[src/rtl/fifo_arb_pkg.sv]
// Shared types and helpers for the FIFO write-port arbiter.
// No logic of its own; imported by the arbiter and its round-robin picker.
package fifo_arb_pkg;

  typedef enum logic {
    ARB_IDLE  = 1'b0,
    ARB_GRANT = 1'b1
  } arb_state_t;

  // Requester index `step` places after `idx`, wrapping at n.
  function automatic int wrap_inc(input int idx, input int n, input int step);
    return (idx + step) % n;
  endfunction

endpackage

[src/rtl/rr_pick.sv]
// Combinational round-robin picker: first valid requester after last_grant, with wrap.
// Zero latency; no handshake of its own.
module rr_pick
  import fifo_arb_pkg::*;
#(
  parameter int N_REQ = 4,
  parameter int ID_W  = $clog2(N_REQ)
) (
  input  logic [N_REQ-1:0] req_vld,
  input  logic [ID_W-1:0]  last_grant,
  output logic [ID_W-1:0]  pick_id,
  output logic             pick_valid
);

  int idx;

  always_comb begin
    pick_id    = '0;
    pick_valid = 1'b0;
    idx        = 0;
    // Offsets 1..N_REQ put last_grant itself at the lowest priority.
    for (int k = 1; k <= N_REQ; k++) begin
      idx = wrap_inc(int'(last_grant), N_REQ, k);
      if (!pick_valid && req_vld[ID_W'(idx)]) begin
        pick_valid = 1'b1;
        pick_id    = ID_W'(idx);
      end
    end
  end

endmodule

[src/rtl/fifo_write_arbiter.sv]
// Round-robin arbiter sharing one FIFO write port among N_REQ valid/ready requesters.
// One idle bubble per grant; beats pass combinationally and stall while fifo_full is high.
module fifo_write_arbiter
  import fifo_arb_pkg::*;
#(
  parameter int N_REQ     = 4,
  parameter int WIDTH     = 8,
  parameter int MAX_BURST = 4
) (
  input  logic                     w_clk,
  input  logic                     aresetn,
  input  logic [N_REQ-1:0]         req_valid,
  input  logic [N_REQ*WIDTH-1:0]   req_data,
  output logic [N_REQ-1:0]         req_ready,
  input  logic                     fifo_full,
  output logic [WIDTH-1:0]         fifo_w_data,
  output logic                     fifo_w_enable,
  output logic [$clog2(N_REQ)-1:0] grant_id,
  output logic                     busy
);

  localparam int ID_W  = $clog2(N_REQ);
  localparam int CNT_W = $clog2(MAX_BURST + 1);
  localparam logic [CNT_W-1:0] LAST_BEAT = CNT_W'(MAX_BURST - 1);

  arb_state_t       state_q, state_d;
  logic [ID_W-1:0]  grant_q, grant_d;
  logic [ID_W-1:0]  last_q, last_d;
  logic [CNT_W-1:0] cnt_q, cnt_d;
  logic [ID_W-1:0]  pick_id;
  logic             pick_valid;
  logic             granted;
  logic             beat;
  logic [WIDTH-1:0] slice [N_REQ];

  for (genvar i = 0; i < N_REQ; i++) begin : g_slice
    assign slice[i] = req_data[i*WIDTH +: WIDTH];
  end

  rr_pick #(
    .N_REQ (N_REQ),
    .ID_W  (ID_W)
  ) u_pick (
    .req_vld    (req_valid),
    .last_grant (last_q),
    .pick_id    (pick_id),
    .pick_valid (pick_valid)
  );

  // Gating with aresetn keeps every output low during reset, even mid-burst.
  assign granted = aresetn && (state_q == ARB_GRANT);
  assign beat    = granted && req_valid[grant_q] && !fifo_full;

  always_ff @(posedge w_clk) begin
    if (!aresetn) begin
      state_q <= ARB_IDLE;
      grant_q <= '0;
      last_q  <= ID_W'(N_REQ - 1);
      cnt_q   <= '0;
    end else begin
      state_q <= state_d;
      grant_q <= grant_d;
      last_q  <= last_d;
      cnt_q   <= cnt_d;
    end
  end

  always_comb begin
    state_d = state_q;
    grant_d = grant_q;
    last_d  = last_q;
    cnt_d   = cnt_q;
    case (state_q)
      ARB_IDLE: begin
        if (pick_valid) begin
          state_d = ARB_GRANT;
          grant_d = pick_id;
          last_d  = pick_id;
          cnt_d   = '0;
        end
      end
      ARB_GRANT: begin
        // Burst end wins over a dropped valid; full alone freezes everything.
        if (beat) begin
          cnt_d = cnt_q + CNT_W'(1);
          if (cnt_q == LAST_BEAT) state_d = ARB_IDLE;
        end else if (!req_valid[grant_q]) begin
          state_d = ARB_IDLE;
        end
      end
      default: state_d = ARB_IDLE;
    endcase
  end

  always_comb begin
    req_ready = '0;
    if (granted) req_ready[grant_q] = !fifo_full;
    fifo_w_enable = beat;
    fifo_w_data   = beat ? slice[grant_q] : '0;
    grant_id      = aresetn ? grant_q : '0;
    busy          = granted;
  end

endmodule

[config.mk]
export PLATFORM = sky130hd
export DESIGN_NAME = fifo_write_arbiter
export DESIGN_NICKNAME = d
export VERILOG_FILES = /design/src/rtl/fifo_arb_pkg.sv /design/src/rtl/rr_pick.sv /design/src/rtl/fifo_write_arbiter.sv
export SDC_FILE = /design/constraint.sdc
export NUM_CORES = 1
export LEC_CHECK = 0
export CORE_ASPECT_RATIO = 0.75
export CORE_MARGIN = 2
export CORE_UTILIZATION = 34
export DETAILED_ROUTE_END_ITERATION = 8
export PLACE_DENSITY = 0.8
export SLEW_MARGIN = 20
export SYNTH_ARGS = -nofsm -noshare
export SYNTH_HDL_FRONTEND = slang
export SYNTH_SLANG_ARGS = --single-unit
[constraint.sdc]
create_clock -name w_clk -period 2.22 [get_ports w_clk]
set_input_delay 0.444 -clock w_clk [delete_from_list [all_inputs] [get_ports w_clk]]
set_output_delay 0.444 -clock w_clk [all_outputs]
set_load 0.05 [all_outputs]
==> flow_summary_export.csv, run 1 <==
group,metric,value,unit
status,status,"finished clean",
layout,design.final.nets,180,
sta,setup_violations,0,
route,post-route-drc-count,0,
sta,worst_slew_pin_slew,0.348,ns
power_and_ir_drop,power.ir.vdd_worst,0.407,mV
layout,area_growth,113,%
sta,report.final.hold_viol_count,0,
clocking,cts_hold_buffers,0,
sta,maxSlewViolCount,0,
grt,first_global_vias,932,
place,place.detailed.instances,156,
die,die-width,58.4,um
sta,final.min_clock_period,2.18,ns
die,chipHeight,44.8,um
yosys,synth_most_common_cell,"and3_1",
route,detail_route.wl_per_cell,18.2,um
layout,drive_gt1_share,34.3,%
power_and_ir_drop,leakagePower,0.648,nW
die,placeableCoreArea,2050,sq um
sta,max-slew-margin-rel,76.6,%
critical_path,worst-endpoint-required,1.78,ns
critical_path,cp-start-kind,"input port",
route,vias_per_cell,5.76,
grt,grt_antenna_before_repair,0,
yosys,synthTopCellsByCount,"and3_1, dfxtp_1, inv_1",
route,route.vias.total,928,
route,final_routed_wirelength_across_all_metal_layers,2920,um
yosys,ys_seq_elements,8,
route,drt_first_iter_violations,31,
yosys,yosysSeqAreaShare,21.2,%
clocking,cts.sink_count,8,
sta,final.setup_skew,0.0123,ns
route,detail-route-antenna-nets,0,
yosys,synth.cell_area,754,sq um
yosys,cell_count_after_synthesis,77,
grt,groute.usage.overall,23.8,%
clocking,clk_root_buffer_cell,"clkbuf_4",
clocking,cts_tree,"yes",
critical_path,crit_fanout,12,
clocking,cts-htree-levels,1,
grt,overflow,0,
clocking,insertion_delay,0.27,ns
yosys,synth_top_cell_by_area,"dfxtp_1",
place,buffer_ports.inserted,54,
place,dpl_cell_area,1510,sq um
sta,final_min_period_over_clock_period,98.2,%
place,dpl.hpwl,2120,um
die,num_rows,14,
place,gp_congestion,0.757,
clocking,clockBufferDepth,2,
yosys,synth_area_leaders,"dfxtp_1, mux4_2, mux4_1",
sta,fin_tns_setup,0,ns
critical_path,crit_type,"input port to output port",
grt,pin_count_of_the_biggest_net_entering_global_routing,15,
yosys,synth_top_area_share,21.2,%
sta,max_clock_freq,459,MHz
clocking,post_cts_clock_slew_at_the_launch_and_capture_registers_of_the_worst_setup_and_hold_paths,0.05,ns
route,dr.pass1.iters,4,
layout,fin_area,1610,sq um
yosys,synth_enable_flop_cells,0,
yosys,postSynthNetCount,118,
die,effective_utilization_at_floorplan,36.8,%
yosys,asyncSetResetFlopFracSynth,0,%
yosys,ys.flop_type,"dfxtp_1",
critical_path,crit_arrival,1.74,ns
clocking,cts-buffers-inserted,3,
yosys,synth-warning-count,0,
power_and_ir_drop,power_density,425,nW/um^2
critical_path,end_kind,"output port",
power_and_ir_drop,fin_total_pwr,682,uW
die,floorplan.die_area,2620,sq um
flow_run,drv.max_cap_violation_count,0,
layout,final_cells,161,
layout,antenna_cells_inserted,0,
yosys,netlist-cell-type-count,32,
yosys,syn_avg_cell_area,9.80,sq um
min_path,class_of_the_most_critical_hold_timing_path,"flip-flop to flip-flop",
die,number_of_i_o_pins,55,
grt,first_pass_grt_wire_length,4490,um
## layer usage
metal	track usage, %	share of wire, %
met1	27.2	37
met2	43.4	51
met3	6.59	11
met4	7.91	0.99
met5	0	0
## where the power goes
group          leakage (nW)  internal [mW]  switching, mW
Combinational         0.568          0.216          0.167
Sequential           0.0664          0.161         0.0216
Clock                0.0138         0.0622         0.0540
## worst max-delay path, stage by stage
cell and delay, ns:
clkdlybuf4s50_1 0.52, and3b_1 0.17, buf_4 0.19, nand2_1 0.09, nor2_2 0.16, buf_12 0.16
## what timing repair did
| item | 4_1_cts | 5_1_grt |
|---|---|---|
| gates cloned | 1 | 0 |
| endpoints found under the hold margin | 0 | 0 |
| setup endpoints to repair | 9 | 3 |
| gates resized for setup | 15 | 1 |
| setup buffers | 0 | 1 |
## area by class of cell
class,instances,area (sq um)
sequential,8,164
clock buffer,3,22.5
inverter,7,26.3
fill,134,444
timing repair buffer,62,768
multi-input combinational,57,594
tap,24,30.0
## layout by cell type, fill, tap and decap left out, types with 2 or more instances in the layout
cell type / count
o21ai_0: 5
inv_1: 7
dlygate4sd2_1: 4
nand4_1: 3
ha_1: 2
mux4_1: 3
nand2_1: 4
o221ai_1: 2
dfxtp_1: 7
and3b_1: 2
mux4_2: 7
buf_4: 7
clkdlybuf4s50_1: 34
clkbuf_4: 3
and2_1: 2
and3_1: 2
buf_12: 17
and3_4: 8
## cell families (layout without fill, tap and decap cells)
family | Yosys count | count (layout) | share of synthesized area (%)
AND/OR/NAND/NOR | 32 | 32 | 26.0
AO/OA/AOI/OAI | 13 | 13 | 11.8
buffers and inverters | 13 | 72 | 9.29
multiplexers | 9 | 10 | 28.4
flip-flops | 8 | 8 | 21.2
adder cells (fa/ha/maj) | 2 | 2 | 3.32
## path summary, 6_finish.rpt
kind,start,depth (start not counted),endpoint,slack (ns)
setup reg to reg,grant_q[0],5,cnt_q[2],0.74
hold reg to reg,cnt_q[2],2,cnt_q[2],0.48
setup / recovery,aresetn,6,req_ready[2],0.04
hold / removal,cnt_q[2],2,cnt_q[2],0.48
## state kept, by name, indices dropped and copies added, names as in the netlist
register  flops
grant_q       2
state_q       1
last_q        2
cnt_q         3
## stage by stage
step                      hold slack [ns]  worst slack, ns  utilization [%]
final                               0.484           0.0404             78.3
after floorplan                     0.450            0.139                -
after global routing                0.520        -0.000913             78.3
after global placement              0.466           -0.154             73.8
after detailed placement            0.475           -0.174             73.8
after CTS                           0.486           0.0245             77.8
(Power assumes the default switching activity.)
==> run 2, diff against run 1 <==
Settings changed: CTS_BUF_LIST from default to sky130_fd_sc_hd__clkbuf_16.
==> flow_summary_export.csv, run 2 (synthesized netlist as in run 1, its figures left out) <==
group,metric,value,unit
status,status,"finished clean",
clocking,clk_root_buffer_cell,"clkbuf_16",
power_and_ir_drop,power.ir.vdd_worst,0.566,mV
die,number_of_i_o_pins,55,
layout,leading_cell_type_in_the_layout_fill_and_taps_excluded,"clkdlybuf4s50_1",
critical_path,worst-endpoint-required,1.78,ns
critical_path,cp-start-kind,"input port",
critical_path,cpMaxStageDelayCell,"clkdlybuf4s50_1",
clocking,clockBufferDepth,2,
layout,largest_register_ffs,3,
sta,worst_slew_pin_slew,0.387,ns
layout,layout_top_registers,"cnt_q: 3 flops, grant_q: 2 flops, last_q: 2 flops",
layout,antenna_cells_inserted,0,
route,post-route-drc-count,0,
power_and_ir_drop,leakagePower,0.666,nW
layout,area_growth,119,%
critical_path,crit_type,"input port to output port",
clocking,cts_tree,"yes",
critical_path,critPathLaunch,"aresetn",
critical_path,crit_fanout,12,
clocking,cts.sink_count,8,
sta,final.setup_skew,0.00201,ns
route,dr.pass1.iters,4,
grt,first_global_vias,977,
layout,filler_cell_count,119,
critical_path,crit_arrival,1.73,ns
sta,max_clock_freq,459,MHz
layout,most-common-layout-cells,"clkdlybuf4s50_1, buf_12, and3_4",
place,dpl_worst_slack,-0.174,ns
flow_run,drv.max_cap_violation_count,0,
route,detail_route.wl_per_cell,18.2,um
route,final_routed_wirelength_across_all_metal_layers,2910,um
critical_path,cp_cell_sequence,"clkdlybuf4s50_1 -> and3b_1 -> buf_4 -> and3_1 -> buf_12",
min_path,class_of_the_most_critical_hold_timing_path,"flip-flop to flip-flop",
layout,drive_gt1_share,33.8,%
critical_path,end_kind,"output port",
clocking,post_cts_clock_slew_at_the_launch_and_capture_registers_of_the_worst_setup_and_hold_paths,0.04,ns
grt,first_pass_grt_wire_length,4550,um
sta,max-slew-margin-rel,74.0,%
die,floorplan.die_area,2620,sq um
clocking,post-cts-setup-buffers,0,
power_and_ir_drop,power_density,524,nW/um^2
clocking,cts-buffers-inserted,3,
route,vias_per_cell,5.81,
power_and_ir_drop,fin_total_pwr,864,uW
place,gp_congestion,0.757,
grt,groute.usage.overall,23.8,%
die,chipHeight,44.8,um
die,num_rows,14,
min_path,hold_sp,"cnt_q[0]",
route,detail-route-antenna-nets,0,
route,route.vias.total,929,
layout,final-seq-area,164,sq um
sta,report.final.hold_viol_count,0,
layout,multi_input_comb_area,594,sq um
sta,setup_repair_after_global_routing_missed_its_margin,"no",
sta,final_min_period_over_clock_period,98.1,%
sta,final.min_clock_period,2.18,ns
die,die-width,58.4,um
die,placeableCoreArea,2050,sq um
clocking,cts-htree-levels,1,
sta,maxSlewViolCount,0,
critical_path,cpPeakStageDelay,0.53,ns
place,dpl.hpwl,2120,um
sta,fin_ws,0.0416,ns
grt,grt_antenna_before_repair,0,
grt,overflow,0,
route,drt_first_iter_violations,54,
die,effective_utilization_at_floorplan,36.8,%
sta,setup_violations,0,
critical_path,worst_r2r_startpoint,"grant_q[0]",
grt,pin_count_of_the_biggest_net_entering_global_routing,15,
layout,top_register,"cnt_q",
clocking,insertion_delay,0.23,ns
place,buffer_ports.inserted,54,
layout,design.final.nets,179,
run 2: cell types whose count changed in the layout (fill, tap and decap cells not counted):
cell       delta
buf_4         -1
clkbuf_16     +3
clkbuf_4      -3
run 2: worst max-delay path, delay by kind of cell:
kind,cells,cell delay [ns]
buffers and inverters,3,0.87
AND/OR/NAND/NOR,2,0.42
run 2: cell type report:
cell class              count  share of cell area (%)
well taps                  24                    1.82
inverters                   7                    1.59
clock buffers               3                    4.55
flip-flops and latches      8                    9.93
repair buffers             61                    46.1
multi-input cells          57                    36.0
run 2: metrics by stage:
| stage | setup TNS (ns) | instance area, sq um | util, % | instances | hold slack, ns |
|---|---|---|---|---|---|
| after floorplan | 0 | 761 | - | 77 | 0.450 |
| after global placement | -1.20 | 1510 | 73.8 | 156 | 0.466 |
| after detailed placement | -1.38 | 1510 | 73.8 | 156 | 0.475 |
| after CTS | 0 | 1650 | 80.3 | 160 | 0.484 |
| after global routing | 0 | 1650 | 80.5 | 160 | 0.517 |
| final | 0 | 1650 | 80.5 | 160 | 0.483 |
run 2: per-layer routing:
layer  GRT usage [%]  vias up  share of wire [%]
li1                -      426                  -
met1            27.9      440                 37
met2            43.6       57                 52
met3            5.16        6                9.6
met4            7.91        0                1.4
met5               0        -                  0
run 2: timing repair:
item / 4_1_cts / 5_1_grt
hold buffers: 0 / 0
gates cloned: 1 / 0
endpoints found under the setup margin: 9 / 4
pin swaps: 0 / 0
resized for setup: 14 / 2
run 2: where the power goes:
| part | internal (mW) | total (mW) | switching [mW] |
|---|---|---|---|
| Sequential | 0.162 | 0.186 | 0.0239 |
| Clock | 0.232 | 0.304 | 0.0716 |
| Combinational | 0.212 | 0.374 | 0.162 |
run 2: path summary, 6_finish.rpt:
path	to	slack, ns	cells after the start
min	cnt_q[0]	0.48	1
max	req_ready[3]	0.04	5
min reg2reg	cnt_q[0]	0.48	1
max reg2reg	cnt_q[2]	0.64	5
==> run 3, diff against run 2 <==
Settings changed: SLEW_MARGIN 20 to default.
Clock period 2.22 ns to 2.5 ns, I/O delays scaled along.
==> flow_summary_export.csv, run 3 (synthesized netlist as in run 1, its figures left out) <==
group,metric,value,unit
sta,report.final.hold_viol_count,0,
route,drt_first_iter_violations,29,
critical_path,worst_r2r_startpoint,"grant_q[1]",
sta,final.setup_skew,0.00447,ns
sta,fin_ws,0.0549,ns
clocking,cts_tree,"yes",
min_path,hold_sp,"cnt_q[0]",
die,num_rows,14,
route,route.vias.total,887,
clocking,cts-htree-levels,1,
place,place.detailed.instances,155,
clocking,insertion_delay,0.24,ns
power_and_ir_drop,seqPwrFrac,22.6,%
critical_path,critPathLaunch,"req_valid[3]",
layout,design.final.nets,177,
layout,top_register,"cnt_q",
place,dpl_worst_slack,0.0509,ns
place,gp_congestion,0.808,
sta,setup_repair_after_global_routing_missed_its_margin,"no",
route,vias_per_cell,5.61,
layout,postLayoutCoreUtil,76.5,%
critical_path,worst-endpoint-required,2.00,ns
clocking,cts_hold_buffers,0,
die,number_of_i_o_pins,55,
route,detail-route-antenna-nets,0,
layout,layout_top_registers,"cnt_q: 3 flops, grant_q: 2 flops, last_q: 2 flops",
critical_path,cp-start-kind,"input port",
clocking,post-cts-setup-buffers,0,
place,dpl.hpwl,2130,um
power_and_ir_drop,p_comb_share,40.2,%
layout,leading_cell_type_in_the_layout_fill_and_taps_excluded,"clkdlybuf4s50_1",
layout,final_cells,158,
route,detail_route.wl_per_cell,17.1,um
power_and_ir_drop,power.internal,521,uW
power_and_ir_drop,fin_total_pwr,743,uW
power_and_ir_drop,power_density,474,nW/um^2
route,final_routed_wirelength_across_all_metal_layers,2700,um
critical_path,cpPeakStageDelay,0.61,ns
die,placeableCoreArea,2050,sq um
clocking,post_cts_clock_slew_at_the_launch_and_capture_registers_of_the_worst_setup_and_hold_paths,0.04,ns
critical_path,crit_arrival,1.95,ns
die,die-width,58.4,um
sta,fin_tns_setup,0,ns
critical_path,crit_fanout,10,
critical_path,end_kind,"output port",
sta,max_clock_freq,409,MHz
place,buffer_ports.inserted,54,
status,status,"finished clean",
die,chipHeight,44.8,um
sta,setup_violations,0,
power_and_ir_drop,power.ir.vdd_worst,0.506,mV
grt,pin_count_of_the_biggest_net_entering_global_routing,16,
critical_path,cpMaxStageDelayCell,"mux4_2",
die,effective_utilization_at_floorplan,36.8,%
layout,antenna_cells_inserted,0,
route,post-route-drc-count,0,
layout,fin_area,1570,sq um
clocking,clk_root_buffer_cell,"clkbuf_16",
sta,worst_slew_pin_slew,0.587,ns
clocking,cts-buffers-inserted,3,
clocking,cts.sink_count,8,
power_and_ir_drop,leakagePower,0.661,nW
min_path,class_of_the_most_critical_hold_timing_path,"flip-flop to flip-flop",
grt,overflow,0,
grt,first_pass_grt_wire_length,4290,um
power_and_ir_drop,switching_share,29.8,%
layout,most-common-layout-cells,"clkdlybuf4s50_1, buf_12, and3_1, dfxtp_1, inv_1",
route,dr.pass1.iters,4,
grt,groute.usage.overall,23.4,%
layout,area_growth,108,%
clocking,clockBufferDepth,2,
sta,max-slew-margin-rel,60.8,%
grt,first_global_vias,882,
layout,largest_register_ffs,3,
power_and_ir_drop,clockPowerShare,37.2,%
critical_path,crit_type,"input port to output port",
sta,maxSlewViolCount,0,
sta,hold_ws,0.499,ns
sta,final_min_period_over_clock_period,97.8,%
clocking,ctsResizeCount,0,
layout,drive_gt1_share,26.1,%
flow_run,drv.max_cap_violation_count,0,
power_and_ir_drop,net-switching-power,222,uW
die,floorplan.die_area,2620,sq um
place,dpl_cell_area,1490,sq um
layout,filler_cell_count,146,
grt,grt_antenna_before_repair,0,
sta,final.min_clock_period,2.45,ns
critical_path,cp_cell_sequence,"clkdlybuf4s50_1 -> mux4_2 -> and3_2 -> buf_12",
## run 3: cell count changes in the layout (fill, tap and decap cells not counted)
cell and delta:
nor2_2 -1, dlygate4sd2_1 -4, and3_2 +1, and3_1 +7, clkdlybuf4s50_1 +4, buf_12 -1, nor2_1 +1, dfxtp_4 -1
and3_4 -8, mux4_2 -1, dfxtp_1 +1
## run 3: final timing paths
check / endpoint / slack (ns) / depth (start not counted)
worst max-delay path: fifo_w_data[1] / 0.05 / 4
worst min-delay path: cnt_q[0] / 0.50 / 1
worst max register to register: cnt_q[2] / 0.85 / 4
worst min register to register: cnt_q[0] / 0.50 / 1
## run 3: critical path, delay by kind of cell
| family | cells | cell delay (ns) |
|---|---|---|
| and+or+nand+nor | 1 | 0.27 |
| buffers and inverters | 2 | 0.57 |
| muxes | 1 | 0.61 |
## run 3: routing by layer
layer,up-vias,GRT usage (%),part of all wire [%]
met5,-,0,0
met2,51,44.0,50
met3,4,7.16,9.0
met1,418,23.9,39
li1,414,-,-
met4,0,11.2,1.8
## run 3: layout make-up
| cell class | instances | area, sq um | area share, % |
|---|---|---|---|
| Clock buffer | 3 | 75.1 | 4.79 |
| Inverter | 7 | 26.3 | 1.68 |
| Tap cell | 24 | 30.0 | 1.92 |
| Sequential cell | 8 | 160 | 10.2 |
| Multi-Input combinational cell | 56 | 531 | 33.8 |
| Timing Repair Buffer | 60 | 746 | 47.6 |
## run 3: power by group through the flow
stage,clock [mW],sequential (mW),combinational [mW]
after floorplan,0,0.155,0.177
after global placement,0,0.168,0.290
after detailed placement,0,0.169,0.298
after CTS,0.281,0.167,0.301
after global routing,0.288,0.171,0.316
final,0.276,0.168,0.299
